===== config.mk =====
export PLATFORM = sky130hd
export DESIGN_NAME = jacobi_residual
export DESIGN_NICKNAME = d
export VERILOG_FILES = /design/src/rtl/discrete_fixed_pkg.sv /design/src/rtl/fxp_mul_shift.sv /design/src/rtl/jacobi_residual.sv
export SDC_FILE = /design/constraint.sdc
export NUM_CORES = 2
export LEC_CHECK = 0
export ABC_AREA = 1
export CAP_MARGIN = 30
export CORE_MARGIN = 2
export CORE_UTILIZATION = 55
export CTS_BUF_LIST = sky130_fd_sc_hd__clkbuf_4
export DETAILED_ROUTE_END_ITERATION = 7
export GPL_TIMING_DRIVEN = 0
export PLACE_DENSITY = 0.89
export SLEW_MARGIN = 20
export SYNTH_ARGS = -nofsm -noshare
export SYNTH_HDL_FRONTEND = slang
export SYNTH_SLANG_ARGS = --single-unit

===== constraint.sdc =====
create_clock -name clk -period 11.75 [get_ports clk]
set_input_delay 2.35 -clock clk [delete_from_list [all_inputs] [get_ports clk]]
set_output_delay 2.35 -clock clk [all_outputs]
set_load 0.05 [all_outputs]

===== src/rtl/discrete_fixed_pkg.sv =====
// Shared fixed-point helpers for the discrete solver family: word type,
// saturation, saturating magnitude and the multiply-and-rescale primitive.
package discrete_fixed_pkg;

  localparam int FXP_PRECISION = 16;
  localparam int FXP_POINT     = 8;
  localparam int FXP_W         = FXP_PRECISION + FXP_POINT;

  // Default solver word; blocks with other widths size their own vectors.
  typedef logic signed [FXP_W-1:0] word_t;

  // FSM states of the residual checker.
  typedef enum logic [1:0] {
    IDLE,
    MAC,
    ROW
  } jr_state_e;

  // Helpers work on a 64-bit carrier so any word width up to 32 bits
  // (product up to 64 bits) can reuse them; callers cast back to their width.
  function automatic logic signed [63:0] sat_w(input logic signed [63:0] v,
                                               input int w);
    logic signed [63:0] maxv;
    logic signed [63:0] minv;
    maxv = (64'sd1 <<< (w - 1)) - 64'sd1;
    minv = -(64'sd1 <<< (w - 1));
    if (v > maxv)      return maxv;
    else if (v < minv) return minv;
    else               return v;
  endfunction

  // |v| clipped to the largest positive w-bit value, so the most negative
  // word maps to max rather than wrapping back to itself.
  function automatic logic signed [63:0] abs_sat(input logic signed [63:0] v,
                                                 input int w);
    logic signed [63:0] mag;
    mag = (v < 0) ? -v : v;
    return sat_w(mag, w);
  endfunction

  // Full product rescaled by an arithmetic shift, i.e. rounding toward -inf.
  function automatic logic signed [63:0] mul_shift(input logic signed [63:0] a,
                                                   input logic signed [63:0] b,
                                                   input int point);
    return (a * b) >>> point;
  endfunction

endpackage


===== src/rtl/fxp_mul_shift.sv =====
// Fixed-point multiply with rescale: p = (a*b) >>> POINT truncated to W bits.
// Kept as its own combinational block so a pipelined version can drop in
// without touching the controlling FSM. Requires 2*W <= 64.
module fxp_mul_shift
  import discrete_fixed_pkg::*;
#(
  parameter int W     = 24,
  parameter int POINT = 8
) (
  input  logic signed [W-1:0] a_i,
  input  logic signed [W-1:0] b_i,
  output logic signed [W-1:0] p_o
);

  // Product is formed at full precision, then only the low W bits are kept.
  always_comb begin
    p_o = W'(mul_shift(64'(a_i), 64'(b_i), POINT));
  end

endmodule


===== src/rtl/jacobi_residual.sv =====
// Residual checker: computes r = b - A*x row by row with one shared
// multiplier, tracks the max-abs norm and flags convergence against
// TOLERANCE once the last row is folded in.
module jacobi_residual
  import discrete_fixed_pkg::*;
#(
  parameter int SIZE      = 3,
  parameter int PRECISION = 16,
  parameter int POINT     = 8,
  parameter int TOLERANCE = 16
) (
  input  logic                                 clk,
  input  logic                                 I_RSTn,
  input  logic signed [PRECISION+POINT-1:0]    A [SIZE][SIZE],
  input  logic signed [PRECISION+POINT-1:0]    b [SIZE],
  input  logic signed [PRECISION+POINT-1:0]    x [SIZE],
  input  logic                                 start,
  output logic signed [PRECISION+POINT-1:0]    r [SIZE],
  output logic signed [PRECISION+POINT-1:0]    norm,
  output logic                                 converged,
  output logic                                 busy,
  output logic                                 ready
);

  localparam int W  = PRECISION + POINT;
  localparam int IW = $clog2(SIZE);
  localparam int AW = W + $clog2(SIZE) + 1;

  localparam logic [IW-1:0]       LAST  = IW'(SIZE - 1);
  localparam logic signed [W-1:0] TOL_W = W'(TOLERANCE);

  jr_state_e            state_q, state_d;
  logic [IW-1:0]        i_q, i_d;
  logic [IW-1:0]        j_q, j_d;
  logic signed [AW-1:0] acc_q, acc_d;
  logic signed [W-1:0]  r_q [SIZE];
  logic signed [W-1:0]  r_d [SIZE];
  logic signed [W-1:0]  norm_q, norm_d;
  logic                 conv_q, conv_d;
  logic                 busy_q, busy_d;
  logic                 ready_q, ready_d;

  logic signed [W-1:0]  prod;
  logic signed [AW:0]   diff;
  logic signed [W-1:0]  rowRes;
  logic signed [W-1:0]  rowAbs;
  logic signed [W-1:0]  normMax;

  fxp_mul_shift #(
    .W     (W),
    .POINT (POINT)
  ) u_mul (
    .a_i (A[i_q][j_q]),
    .b_i (x[j_q]),
    .p_o (prod)
  );

  // Row result: subtract one bit wider than the accumulator so it cannot
  // wrap, then clip to the word range; the norm candidate is its magnitude.
  assign diff    = (AW+1)'(b[i_q]) - (AW+1)'(acc_q);
  assign rowRes  = W'(sat_w(64'(diff), W));
  assign rowAbs  = W'(abs_sat(64'(rowRes), W));
  assign normMax = (rowAbs > norm_q) ? rowAbs : norm_q;

  // State register and all result registers, cleared asynchronously.
  always_ff @(posedge clk or negedge I_RSTn) begin
    if (!I_RSTn) begin
      state_q <= IDLE;
      i_q     <= '0;
      j_q     <= '0;
      acc_q   <= '0;
      norm_q  <= '0;
      conv_q  <= 1'b0;
      busy_q  <= 1'b0;
      ready_q <= 1'b0;
      for (int k = 0; k < SIZE; k++) r_q[k] <= '0;
    end else begin
      state_q <= state_d;
      i_q     <= i_d;
      j_q     <= j_d;
      acc_q   <= acc_d;
      norm_q  <= norm_d;
      conv_q  <= conv_d;
      busy_q  <= busy_d;
      ready_q <= ready_d;
      r_q     <= r_d;
    end
  end

  // Sequencing: one MAC per cycle across a row, then one ROW cycle to
  // publish that row's residual and fold it into the norm.
  always_comb begin
    state_d = state_q;
    i_d     = i_q;
    j_d     = j_q;
    acc_d   = acc_q;
    norm_d  = norm_q;
    conv_d  = conv_q;
    busy_d  = busy_q;
    ready_d = ready_q;
    r_d     = r_q;

    case (state_q)
      IDLE: begin
        if (start) begin
          state_d = MAC;
          i_d     = '0;
          j_d     = '0;
          acc_d   = '0;
          norm_d  = '0;
          conv_d  = 1'b0;
          busy_d  = 1'b1;
          ready_d = 1'b0;
        end
      end
      MAC: begin
        acc_d = acc_q + AW'(prod);
        if (j_q == LAST) begin
          j_d     = '0;
          state_d = ROW;
        end else begin
          j_d = j_q + 1'b1;
        end
      end
      ROW: begin
        r_d[i_q] = rowRes;
        norm_d   = normMax;
        acc_d    = '0;
        if (i_q == LAST) begin
          state_d = IDLE;
          busy_d  = 1'b0;
          ready_d = 1'b1;
          conv_d  = (normMax <= TOL_W);
        end else begin
          i_d     = i_q + 1'b1;
          state_d = MAC;
        end
      end
      default: state_d = IDLE;
    endcase
  end

  assign r         = r_q;
  assign norm      = norm_q;
  assign converged = conv_q;
  assign busy      = busy_q;
  assign ready     = ready_q;

endmodule


# Yosys cells after proc, flatten, opt, wreduce, memory -nomap -nowiden
# Cells that the tools add are included.
totals:
  regBits: 132
  latchBits: 0
  ramBits: 0
  mem_bits_ro: 0
  input_bits: 363
  out_inout_bits: 99
  elab_cells: 90
  memories: 0
classes:
  add_sub_neg: 5
  mul: 1
  div: 0
  order_cmp: 10
  n_eq_ne: 8
  shifts: 0
  muxes: 42
  bitwise_logic: 2
  reduce_logical: 11
op_table:
  columns: ["cell", "n"]
  rows:
  - ["$mux 24", 13]
  - ["$bmux 24 s2", 3]
  - ["$bmux 72 s2", 1]
  - ["$mux 72", 2]
  - ["$pmux 27 s3", 1]
  - ["$bwmux 72", 1]
  - ["$gt 64x24->1 const B", 1]
  - ["$lt 64x24->1 const B", 1]
  - ["$mux 64", 1]
  - ["$neg 24->64", 1]
  - ["$demux 24 s2", 1]
  - ["$pmux 24 s2", 1]
  - ["$mul 24x24->32", 1]
  - ["$gt 28x24->1 const B", 1]
  - ["$lt 28x24->1 const B", 1]
  - ["$sub 24x27->28", 1]
  - ["$add 27x24->27", 1]
  - ["$mux 27", 1]
  - ["$gt 24x24->1", 1]
  - ["$le 24x6->1 const B", 1]
  - ["$lt 24x1->1 const B", 1]
  - ["$mux 2", 5]
  - ["$ne 2x2->1 const B", 4]
  - ["$pmux 2 s2", 2]
  - ["15 further kinds", 32]

# Logic depth before layout (Yosys ltp)
depth:
  word_depth: 18
  mapped_depth: 57
  depth_no_buf: 53

# By module
# A second synthesis with hierarchy kept.
hier_totals:
  cells_unflattened: 4137
  hier_area_um2: 28024.4
modules_own_cells:
  columns: ["mod", "n_inst", "cells_per_inst", "area_each_um2", "seq_area_each_um2"]
  rows:
  - ["fxp_mul_shift", 1, 2126, 15536.2, 0.0]
  - ["jacobi_residual", 1, 2011, 12488.2, 3303.2]

# Least setup slack after synthesis
# No wires, ideal clock.
synth_timing:
  path_type: "input to register"
  startpoint: "in A[204] (netlist name)"
  endpoint: "reg acc_q[25]"
  t_arrival_ns: 10.137
  required_time_ns: 11.617
  path_slack_ns: 1.480
  path_stages: 44
  cell_sequence: "o21ai_0 o22ai_1 nand2_1 nand3_1 clkbuf_1 buf_1 nand2_1 fa_1 fa_1 inv_1 fa_1 fa_1 fa_1 inv_1 fa_1 inv_1 fa_1 ha_1 (+8 left out) o21ai_0 a21oi_1 nor2_1 o21ai_0 nand2_1 nand2_1 nand2_1 a21oi_1 inv_1 a21o_1 nand3_1 nand2_1 nand2_1 nand2_1 a21oi_1 nand2_1 nand2_1 o22ai_1"
synth_between:
  elab_chain_cells: 9
synth_lines:
  columns: ["item", "line", "source"]
  rows:
  - ["start, declared", "jacobi_residual.sv:14", "input logic signed [PRECISION+POINT-1:0] A [SIZE][SIZE],"]
  - ["$bmux 72 s2", "jacobi_residual.sv:53", ".a_i (A[i_q][j_q]),"]
  - ["$mux 72 (implied by the code) (2 in series)", "jacobi_residual.sv:53", null]
  - ["$bmux 24 s2", "jacobi_residual.sv:53", null]
  - ["$mux 24 (implied by the code) (2 in series)", "jacobi_residual.sv:53", null]
  - ["$mul 24x24->32", "discrete_fixed_pkg.sv:45", "return (a * b) >>> point;"]
  - ["$add 27x24->27", "jacobi_residual.sv:117", "acc_d = acc_q + AW'(prod);"]
  - ["$pmux 27 s3", "jacobi_residual.sv:103", "case (state_q)"]
  - ["end signal, assigned", "jacobi_residual.sv:71", "acc_q <= '0;"]
  - ["end signal, assigned", "jacobi_residual.sv:81", "acc_q <= acc_d;"]
  - ["end, declared", "jacobi_residual.sv:35", "logic signed [AW-1:0] acc_q, acc_d;"]
# No other way between the ends. The select of a mux whose other input is x is not followed.
# A chain may end at the register's enable or synchronous reset.

# Worst setup path after layout
layout_timing:
  startpoint: "in A[28] (netlist name)"
  endpoint: "reg acc_q[26]"
# The elaborated chain is that of the path after synthesis.

==> results.json <==
{
  "fmax_mhz": 87.8,
  "finalInstanceArea_mm2": 0.0329,
  "synth_edf_count": 0,
  "outcome": "finished, final reports clean",
  "core_mm2": 0.0479,
  "final_cells": 4891,
  "cts_tree": "done",
  "crit_path_end_kind": "flip-flop",
  "hold_depth": 2,
  "drive_above_1_share_pct": 4.84,
  "worst_r2r_path_depth": 49,
  "grt_pass1_vias": 27937,
  "postCtsSetupBuffers": 0,
  "slowest_delay_ns": 0.59,
  "synth.yosys.seq_area_share_pct": 12.3,
  "synthesis.nets": 4716,
  "placed_cells": 4857,
  "crit_cells": 46,
  "grt.overflow.total": 0,
  "die_h_um": 225,
  "min-delay-start": "r[11]",
  "remaining_drc_errors": 0,
  "ant_nets": 0,
  "syn_area_mm2": 0.0268,
  "clock_skew_ns": 0.0379,
  "cts_htree_levels": 4,
  "ys.warnings.count": 0,
  "ys_types": 53,
  "die_w_um": 225,
  "path_buf_inv": 7,
  "setup_slack_ns": 0.360,
  "dpl.hpwl_um": 90100,
  "initial_core_util_pct": 55.9,
  "setup.worst_path.class": "in -> reg",
  "setup_viol": 0,
  "hold_path.class": "reg -> reg",
  "max_slew_margin_pct": 28.8,
  "drv_slew": 0,
  "fillers": 3968,
  "final_common_cell": "nand2_1",
  "grt_pass1_wl_um": 160000,
  "place.gp.congestion": 1.05,
  "num_vias": 27818,
  "grt_max_degree": 78,
  "io_buffers": 461,
  "tightestPinTransition_ns": 1.07,
  "setup.worst_path.start": "A[28]",
  "ys_ff_latch": 132,
  "pin_count": 462,
  "r2r_setup_slack_ns": 0.43,
  "wirelength_um": 106000,
  "clkTransAtPathRegs_ns": 0.15,
  "holdPathEnd": "r[11]",
  "async_flop_share_pct": 100,
  "most-common-layout-cells": "nand2_1 (1,154), inv_1 (756), clkdlybuf4s50_1 (460), fa_1 (382), o21ai_0 (228)",
  "r2r-start": "i_q[1]",
  "drtIter0Drc": 3070,
  "cp_top_family": "adder cells",
  "avgViaCountPerCell": 5.69,
  "drt_first_pass_iters": 8,
  "antenna_found_initial": 2,
  "die-area_mm2": 0.0505,
  "whs_ns": 0.500,
  "hold_violations": 0,
  "cp.arrival_ns": 11.90,
  "grtUsageTotal_pct": 42.3,
  "fin_crit_ns": 11.39,
  "period_share_pct": 96.9,
  "cp_slowest_cell": "clkbuf_1",
  "insertion_delay_ns": 0.62,
  "cts_buffers": 17,
  "maxCapViolCount": 0,
  "preCtsSetupSlack_ns": -0.809,
  "synth_flop_cell": "dfrtp_1",
  "routedWlPerCell_um": 21.6,
  "placed_area_mm2": 0.0323,
  "start_kind": "input pin",
  "path_max_fanout": 10,
  "r2r_end": "acc_q[26]",
  "syn2layout_area_growth_pct": 22.5,
  "crit_required_ns": 12.26,
  "row_count": 80,
  "synthCells": 3774,
  "cts_root_buf": "clkbuf_4",
  "syn_avg_cell_area_um2": 7.11,
  "clock-sinks": 132,
  "crit_path_frequent_cell": "nand2_1",
  "cts_max_path_buffers": 2,
  "layout.nets": 5202
}
## stage by stage
stage	setup TNS (ns)	util, %
3_3_place_gp	-10.12	67.2
4_1_cts	0	68.1
2_1_floorplan	0	-
3_5_place_dp	-5.66	67.4
5_1_grt	-0.0157	68.5
6_report	0	68.5
## logic make-up after synthesis
family | after synthesis | synth area share (%)
AOI/OAI and AO/OA | 478 | 10.1
xor gates and xnor gates | 91 | 2.97
adders and majority gates | 579 | 37.7
buffers and inverters | 933 | 13.4
DFF | 132 | 12.3
other | 1 | 0.0140
and+or+nand+nor | 1560 | 23.5
## sequential cells by signal (all words and copies together) (netlist names)
register   cells
j_q            2
acc_q         27
converged      1
state_q        2
ready          1
busy           1
norm          24
i_q            2
r             72
## metal layers
| layer | part of all wire (%) | up-vias | GRT usage (%) |
|---|---|---|---|
| li1 | - | 12424 | - |
| met3 | 11 | 439 | 10.4 |
| met2 | 45 | 1879 | 67.6 |
| met5 | 0 | - | 0 |
| met1 | 35 | 13076 | 49.2 |
| met4 | 9.3 | 0 | 32.4 |
## repair_timing
action                                  CTS  global route
hold buffers                              0             0
endpoints found under the setup margin   12            11
resized for setup                        14           109
## synth_stat cells, drive strengths merged (26+ instances only)
cell type	count	area share [%]
nand2	1181	17
inv	768	11
fa	382	29
o21ai	249	4.6
nor2	214	3.1
ha	197	9.2
dfrtp	132	12
clkbuf	125	1.7
nand3	123	2.6
a21oi	97	1.9
xor2	52	1.7
o22ai	50	1.2
xnor2	39	1.3
buf	38	0.82
a22o	26	0.85
## layout make-up
class	count	area, um2	area share [%]
multi-input combinational	2709	20100	61.1
timing repair buffer	470	4730	14.4
sequential	132	3300	10.1
inverter	770	2900	8.81
tap	615	769	2.34
buffer	160	752	2.29
clock inverter	15	203	0.617
clock buffer	17	128	0.388
antenna	3	7.51	0.0228
## worst min-delay path: stages, from the launching register on
cell and delay (ns):
dfrtp_1 0.37, nand2_1 0.05, nand2_1 0.06
## worst max-delay path by stage
stage	slack, ns	endpoint
detailed placement	-0.81	acc_q[25]
CTS	0.0005	acc_q[25]
floorplan	1.48	acc_q[25]
global route	-0.02	acc_q[25]
finish	0.36	acc_q[26]
global placement	-1.19	acc_q[25]
Power is left out: the tool's default activity adds up to more than one toggle a clock period on the data nets, which glitch-free logic cannot reach.
